## src/rtl/param_fifo_pkg.sv

```systemverilog
// Shared types for the parametrised FIFO: level update encoding and its decode helper.
package param_fifo_pkg;

    typedef enum logic [1:0] {
        LVL_HOLD = 2'd0,
        LVL_INC  = 2'd1,
        LVL_DEC  = 2'd2
    } lvl_op_e;

    function automatic lvl_op_e lvl_op(input logic wr_ok, input logic rd_ok);
        lvl_op_e op;
        case ({wr_ok, rd_ok})
            2'b10:   op = LVL_INC;
            2'b01:   op = LVL_DEC;
            default: op = LVL_HOLD;
        endcase
        return op;
    endfunction

endpackage

```

## src/rtl/param_fifo_if.sv

```systemverilog
// Handshake/status bundle between a FIFO producer/consumer (master) and the FIFO (slave).
interface param_fifo_if #(
    parameter int WIDTH = 8,
    parameter int DEPTH = 16
);
    localparam int AW = $clog2(DEPTH);

    logic             flush;
    logic             clr_flags;
    logic [WIDTH-1:0] data_in;
    logic             push;
    logic             pop;
    logic [WIDTH-1:0] data_out;
    logic             empty;
    logic             full;
    logic             almost_empty;
    logic             almost_full;
    logic [AW:0]      level;
    logic             overflow;
    logic             underflow;

    modport master (
        output flush, clr_flags, data_in, push, pop,
        input  data_out, empty, full, almost_empty, almost_full, level, overflow, underflow
    );

    modport slave (
        input  flush, clr_flags, data_in, push, pop,
        output data_out, empty, full, almost_empty, almost_full, level, overflow, underflow
    );
endinterface

```

## src/rtl/param_fifo_edge_det.sv

```systemverilog
// Strobe qualifier: passes the raw strobe (level mode) or only its rising edge (edge mode).
module fifo_edge_det #(
    parameter int EDGE_MODE = 1
) (
    input  logic clk,
    input  logic reset_n,
    input  logic strobe_in,
    output logic pulse_out
);
    localparam logic EDGE_EN = (EDGE_MODE != 0);

    logic prev_d;
    logic prev_q;

    // Strobe history always follows the raw strobe.
    always_comb begin
        prev_d = strobe_in;
    end

    // History resets high so a strobe held through reset does not fire on release.
    always_ff @(posedge clk) begin
        if (!reset_n) begin
            prev_q <= 1'b1;
        end else begin
            prev_q <= prev_d;
        end
    end

    assign pulse_out = strobe_in & (~prev_q | ~EDGE_EN);
endmodule

```

## src/rtl/param_fifo.sv

```systemverilog
// Parametrised single-clock show-ahead FIFO with fill level, thresholds, flush and sticky
// overflow/underflow flags; push/pop optionally act on strobe rising edges.
module param_fifo
    import param_fifo_pkg::*;
#(
    parameter int WIDTH     = 8,
    parameter int DEPTH     = 16,
    parameter int EDGE_MODE = 1,
    parameter int AF_LEVEL  = 12,
    parameter int AE_LEVEL  = 2
) (
    input logic         clk,
    input logic         reset_n,
    param_fifo_if.slave bus
);
    localparam int          AW      = $clog2(DEPTH);
    localparam logic [AW:0] PTR_ONE = {{AW{1'b0}}, 1'b1};
    localparam logic [AW:0] AF_L    = (AW + 1)'(AF_LEVEL);
    localparam logic [AW:0] AE_L    = (AW + 1)'(AE_LEVEL);

    if (DEPTH < 2 || (DEPTH & (DEPTH - 1)) != 0) begin : g_bad_depth
        $error("param_fifo: DEPTH must be a power of two >= 2");
    end
    if (AF_LEVEL < 1 || AF_LEVEL > DEPTH) begin : g_bad_af
        $error("param_fifo: AF_LEVEL out of range 1..DEPTH");
    end
    if (AE_LEVEL < 0 || AE_LEVEL > DEPTH - 1) begin : g_bad_ae
        $error("param_fifo: AE_LEVEL out of range 0..DEPTH-1");
    end

    logic [WIDTH-1:0] mem [DEPTH];

    logic [AW:0] wr_ptr_d, wr_ptr_q;
    logic [AW:0] rd_ptr_d, rd_ptr_q;
    logic [AW:0] level_d, level_q;
    logic        overflow_d, overflow_q;
    logic        underflow_d, underflow_q;

    logic push_s, pop_s;
    logic empty_s, full_s;
    logic wr_ok_s, rd_ok_s, mem_we_s;
    logic ovf_set_s, udf_set_s;

    fifo_edge_det #(.EDGE_MODE(EDGE_MODE)) u_push_det (
        .clk       (clk),
        .reset_n   (reset_n),
        .strobe_in (bus.push),
        .pulse_out (push_s)
    );

    fifo_edge_det #(.EDGE_MODE(EDGE_MODE)) u_pop_det (
        .clk       (clk),
        .reset_n   (reset_n),
        .strobe_in (bus.pop),
        .pulse_out (pop_s)
    );

    // Wrap bit distinguishes full from empty when the low pointer bits match.
    assign empty_s = (wr_ptr_q == rd_ptr_q);
    assign full_s  = (wr_ptr_q[AW] != rd_ptr_q[AW]) && (wr_ptr_q[AW-1:0] == rd_ptr_q[AW-1:0]);

    // Next-state for pointers, level and sticky flags; flush overrides all strobes.
    always_comb begin
        wr_ok_s   = push_s & (~full_s | pop_s);
        rd_ok_s   = pop_s & ~empty_s;
        mem_we_s  = 1'b0;
        ovf_set_s = 1'b0;
        udf_set_s = 1'b0;
        wr_ptr_d  = wr_ptr_q;
        rd_ptr_d  = rd_ptr_q;
        level_d   = level_q;
        if (bus.flush) begin
            wr_ptr_d = '0;
            rd_ptr_d = '0;
            level_d  = '0;
        end else begin
            mem_we_s  = wr_ok_s;
            ovf_set_s = push_s & full_s & ~pop_s;
            udf_set_s = pop_s & empty_s;
            if (wr_ok_s) begin
                wr_ptr_d = wr_ptr_q + PTR_ONE;
            end else begin
                wr_ptr_d = wr_ptr_q;
            end
            if (rd_ok_s) begin
                rd_ptr_d = rd_ptr_q + PTR_ONE;
            end else begin
                rd_ptr_d = rd_ptr_q;
            end
            case (lvl_op(wr_ok_s, rd_ok_s))
                LVL_INC: level_d = level_q + PTR_ONE;
                LVL_DEC: level_d = level_q - PTR_ONE;
                default: level_d = level_q;
            endcase
        end
        // A new event outranks a clear request in the same cycle.
        if (ovf_set_s) begin
            overflow_d = 1'b1;
        end else if (bus.clr_flags) begin
            overflow_d = 1'b0;
        end else begin
            overflow_d = overflow_q;
        end
        if (udf_set_s) begin
            underflow_d = 1'b1;
        end else if (bus.clr_flags) begin
            underflow_d = 1'b0;
        end else begin
            underflow_d = underflow_q;
        end
    end

    // Control state registers.
    always_ff @(posedge clk) begin
        if (!reset_n) begin
            wr_ptr_q    <= '0;
            rd_ptr_q    <= '0;
            level_q     <= '0;
            overflow_q  <= 1'b0;
            underflow_q <= 1'b0;
        end else begin
            wr_ptr_q    <= wr_ptr_d;
            rd_ptr_q    <= rd_ptr_d;
            level_q     <= level_d;
            overflow_q  <= overflow_d;
            underflow_q <= underflow_d;
        end
    end

    // Storage is deliberately left unreset so it maps onto distributed RAM.
    always_ff @(posedge clk) begin
        if (reset_n && mem_we_s) begin
            mem[wr_ptr_q[AW-1:0]] <= bus.data_in;
        end
    end

    assign bus.data_out     = mem[rd_ptr_q[AW-1:0]];
    assign bus.empty        = empty_s;
    assign bus.full         = full_s;
    assign bus.almost_empty = (level_q <= AE_L);
    assign bus.almost_full  = (level_q >= AF_L);
    assign bus.level        = level_q;
    assign bus.overflow     = overflow_q;
    assign bus.underflow    = underflow_q;
endmodule

```

## src/flat_wrapper.sv

```systemverilog
// flat-port wrapper written by rule: the top's interface ports become plain ports
module param_fifo_flat import param_fifo_pkg::*;
#(
    parameter int WIDTH     = 8,
    parameter int DEPTH     = 16,
    parameter int EDGE_MODE = 1,
    parameter int AF_LEVEL  = 12,
    parameter int AE_LEVEL  = 2
)
  (clk, reset_n, bus_flush, bus_clr_flags, bus_data_in, bus_push, bus_pop, bus_data_out, bus_empty, bus_full, bus_almost_empty, bus_almost_full, bus_level, bus_overflow, bus_underflow);
  param_fifo_if #(.WIDTH(WIDTH), .DEPTH(DEPTH)) bus_i ();
  input logic clk;
  input logic reset_n;
  input wire logic [$bits(bus_i.flush)-1:0] bus_flush;
  input wire logic [$bits(bus_i.clr_flags)-1:0] bus_clr_flags;
  input wire logic [$bits(bus_i.data_in)-1:0] bus_data_in;
  input wire logic [$bits(bus_i.push)-1:0] bus_push;
  input wire logic [$bits(bus_i.pop)-1:0] bus_pop;
  output wire logic [$bits(bus_i.data_out)-1:0] bus_data_out;
  output wire logic [$bits(bus_i.empty)-1:0] bus_empty;
  output wire logic [$bits(bus_i.full)-1:0] bus_full;
  output wire logic [$bits(bus_i.almost_empty)-1:0] bus_almost_empty;
  output wire logic [$bits(bus_i.almost_full)-1:0] bus_almost_full;
  output wire logic [$bits(bus_i.level)-1:0] bus_level;
  output wire logic [$bits(bus_i.overflow)-1:0] bus_overflow;
  output wire logic [$bits(bus_i.underflow)-1:0] bus_underflow;
  assign bus_i.flush = bus_flush;
  assign bus_i.clr_flags = bus_clr_flags;
  assign bus_i.data_in = bus_data_in;
  assign bus_i.push = bus_push;
  assign bus_i.pop = bus_pop;
  assign bus_data_out = bus_i.data_out;
  assign bus_empty = bus_i.empty;
  assign bus_full = bus_i.full;
  assign bus_almost_empty = bus_i.almost_empty;
  assign bus_almost_full = bus_i.almost_full;
  assign bus_level = bus_i.level;
  assign bus_overflow = bus_i.overflow;
  assign bus_underflow = bus_i.underflow;
  param_fifo #(.WIDTH(WIDTH), .DEPTH(DEPTH), .EDGE_MODE(EDGE_MODE), .AF_LEVEL(AF_LEVEL), .AE_LEVEL(AE_LEVEL)) u_core (.clk(clk), .reset_n(reset_n), .bus(bus_i));
endmodule
```

## config.mk

```make
export PLATFORM = sky130hd
export DESIGN_NAME = param_fifo_flat
export DESIGN_NICKNAME = d
export VERILOG_FILES = /design/src/rtl/param_fifo_pkg.sv /design/src/rtl/param_fifo_if.sv /design/src/rtl/param_fifo_edge_det.sv /design/src/rtl/param_fifo.sv /design/src/flat_wrapper.sv
export SDC_FILE = /design/constraint.sdc
export NUM_CORES = 1
export LEC_CHECK = 0
export CAP_MARGIN = 10
export CORE_ASPECT_RATIO = 1.5
export CORE_MARGIN = 4
export CORE_UTILIZATION = 55
export DETAILED_ROUTE_END_ITERATION = 12
export HOLD_SLACK_MARGIN = 0.15
export PLACE_DENSITY_LB_ADDON = 0.3
export SYNTH_ARGS = -nofsm -noshare
export SYNTH_HDL_FRONTEND = slang
export SYNTH_SLANG_ARGS = --single-unit
```

## constraint.sdc

```tcl
create_clock -name clk -period 7.6 [get_ports clk]
set_input_delay 2.28 -clock clk [delete_from_list [all_inputs] [get_ports clk]]
set_output_delay 2.28 -clock clk [all_outputs]
set_load 0.02 [all_outputs]
```

==> impl_metrics.toml <==
[clock_tree]
root_buffer = "clkbuf_16"
h-tree-depth = 4
cts_made_buffers = 17
cts_sinks = 151
cts_setup_buffers = 0
clock_path_buffers = 2
insertion_delay_ns = 0.42
postCtsHoldBufs = 0
path_clk_slew_ns = 0.06
ctsResizeCount = 0
cts_tree = "done"

[drt]
drt-total-wl_mm = 12.1
drt_drc_violations_left = 0
vias = 3138
avgViaCountPerCell = 5.94
first_pass_iters = 4
drt_iter0_markers = 269
routedWlPerCell_um = 22.9
ant_nets = 0

[logic_synthesis]
yosys.area.top_type = "edfxtp_1"
synth_seq_cells = 151
synth_most_common_cell = "edfxtp_1"
synth_common_cells = "128 x edfxtp_1, 27 x mux4_2, 23 x dfxtp_1, 18 x nor2_1, 14 x and3_1"
synth_enable_flop_cells = 128
yosys.area.top_type_share_pct = 62.0
avgSynthCellArea_um2 = 18.7
ys_seq_area_share_pct = 69.5
synth_area_leaders = "edfxtp_1 62%, mux4_2 9.8%, dfxtp_1 7.4%"
syn-cell-area_um2 = 6200
syn_inst = 331
ys_warn_count = 0
synthArstFlopShare_pct = 0
synth_nets = 353
synthFlopType = "edfxtp_1"
synthDistinctLibCells = 41

[sta]
min_period_ns = 5.53
setup_viol = 0
rsz0062_at_grt = "false"
worst_pin_slew_ns = 1.11
fin_hold_ws_ns = 0.482
setup_tns_ns = 0
hold_violations = 0
fin_ws_ns = 2.07
slew_violations = 0
fin_skew_ns = 0.00920
post-route-period-util_pct = 72.8
max_freq_ghz = 0.181
slew_headroom_pct = 26.1

[power_and_ir_drop]
power.leakage_nw = 2.36
peakVddDrop_uv = 177
power.total_w = 0.00176
cellPowerDensity_nw_per_um2 = 245

[floorplanning]
fp.dieArea_um2 = 13100
rows = 47
io_pins = 33
start_util_pct = 56.0
die_w_um = 94.7
core_um2 = 11100
die_y_um = 138

[worst_setup_path]
cp.arrival_ns = 3.25
path_cells = "mux4_1 > mux4_2 > clkdlybuf4s50_1"
critPathKind = "register to output port"
reg2reg_from = "u_core.wr_ptr_q[0]$_SDFFE_PP0P_"
critPathMaxStageDelay_ns = 1.06
crit_fanout = 32
crit_buf_inv = 1
worstPathRequired_ns = 5.32
cp_top_family = "multiplexers"
slowest_stage = "dfxtp_2"
start_kind = "register"
crit_path_end_kind = "output port"

[job]
cap_violations = 0

[global_route]
grt_pass1_wl_mm = 18.7
busiest_layer = "met2"
antenna_found_initial = 0
gr-usage-met1_pct = 23.9
gr-total-overflow = 0
grt_pass1_vias = 3302
use_met3_pct = 6.08
grt_max_degree = 33
grtUsageTotal_pct = 20.5
gr-usage-met2_pct = 34.2

[placed_design]
port_buffers = 32
dpl.hpwl_mm = 7.21
gp_congestion = 0.863
place_ws_ns = 2.05

[final_layout]
syn_to_final_growth_pct = 16.1
nets = 390
num_antenna_cells = 0
drive_above_1_share_pct = 17.6
nFillCells = 792

[hold_path]
hold_class = "register to register"
worstHoldStart = "u_core.bus.overflow$_SDFFE_PN0P_"

[run_status]
status = "finished clean"
-- power breakdown --
part / total (W) / switching (W) / internal (W)
clock: 0.000831 / 0.000341 / 0.000490
sequential: 0.000900 / 0.00000114 / 0.000899
combinational: 0.0000306 / 0.0000186 / 0.0000120
total: 0.00176 / 0.000360 / 0.00140
-- final cells by class --
class | count | area, um2 | share of cell area (%)
flip-flops and latches | 151 | 4310 | 59.9
multi-input cells | 157 | 1750 | 24.3
clock buffers | 17 | 425 | 5.91
repair buffers | 35 | 343 | 4.76
well taps | 147 | 184 | 2.56
clock inverters | 15 | 166 | 2.31
inverters | 6 | 22.5 | 0.313
-- state kept, by name (all words and copies together) (netlist names), named ones only --
register                  cells
u_core.u_pop_det.prev_q       1
u_core.bus.level              5
u_core.mem                  128
u_core.u_push_det.prev_q      1
u_core.bus.underflow          1
u_core.bus.overflow           1
u_core.wr_ptr_q               5
u_core.rd_ptr_q               5
-- worst register-to-register path, delay by kind of cell (launching register included) --
kind / cells / cell delay [ns]
AO/OA/AOI/OAI: 5 / 1.25
adder cells (fa/ha/maj): 2 / 0.54
flip-flops: 1 / 0.47
XOR/XNOR: 2 / 0.46
AND/OR/NAND/NOR: 2 / 0.44
buffers and inverters: 1 / 0.15
-- metal layers --
layer | up-vias | wire, um
li1 | 1407 | -
met1 | 1601 | 4620
met2 | 99 | 6430
met3 | 31 | 565
met4 | 0 | 458
met5 | - | 0
-- worst paths after layout --
path	to	depth (start not counted)	slack, ns
setup reg to reg	u_core.bus.level[4]$_SDFFE_PP0P_	12	4.22
setup / recovery	bus_data_out[0]	3	2.07
hold / removal	u_core.bus.overflow$_SDFFE_PN0P_	2	0.48
hold reg to reg	u_core.bus.overflow$_SDFFE_PN0P_	2	0.48
-- stage by stage --
step	utilization (%)	instance area (um2)	cells
after detailed placement	59.7	6600	496
after floorplan	-	6200	331
after global routing	65.1	7200	528
after global placement	59.7	6600	496
after CTS	65.1	7200	528
final	65.1	7200	528
-- cell families (layout without fill, tap and decap cells) --
group           count (synthesis)  in the layout  synth area share (%)
compound gates                 23             23                  2.36
buf+inv                        23             73                  2.32
fa+ha+maj                       8              8                  1.62
simple gates                   67             67                  6.00
xor+xnor                       15             15                  2.24
flops                         151            151                  69.5
mux                            44             44                  16.0
-- placed cells by master, fill, tap and decap left out, types with 9 or more instances in the layout --
| cell | n |
|---|---|
| clkbuf_16 | 17 |
| nand2b_1 | 9 |
| clkdlybuf4s50_1 | 32 |
| and3_1 | 14 |
| mux4_2 | 27 |
| mux4_1 | 13 |
| nor2_1 | 18 |
| edfxtp_1 | 128 |
| dfxtp_1 | 21 |
Note: power is estimated with default switching activity, not from simulation.
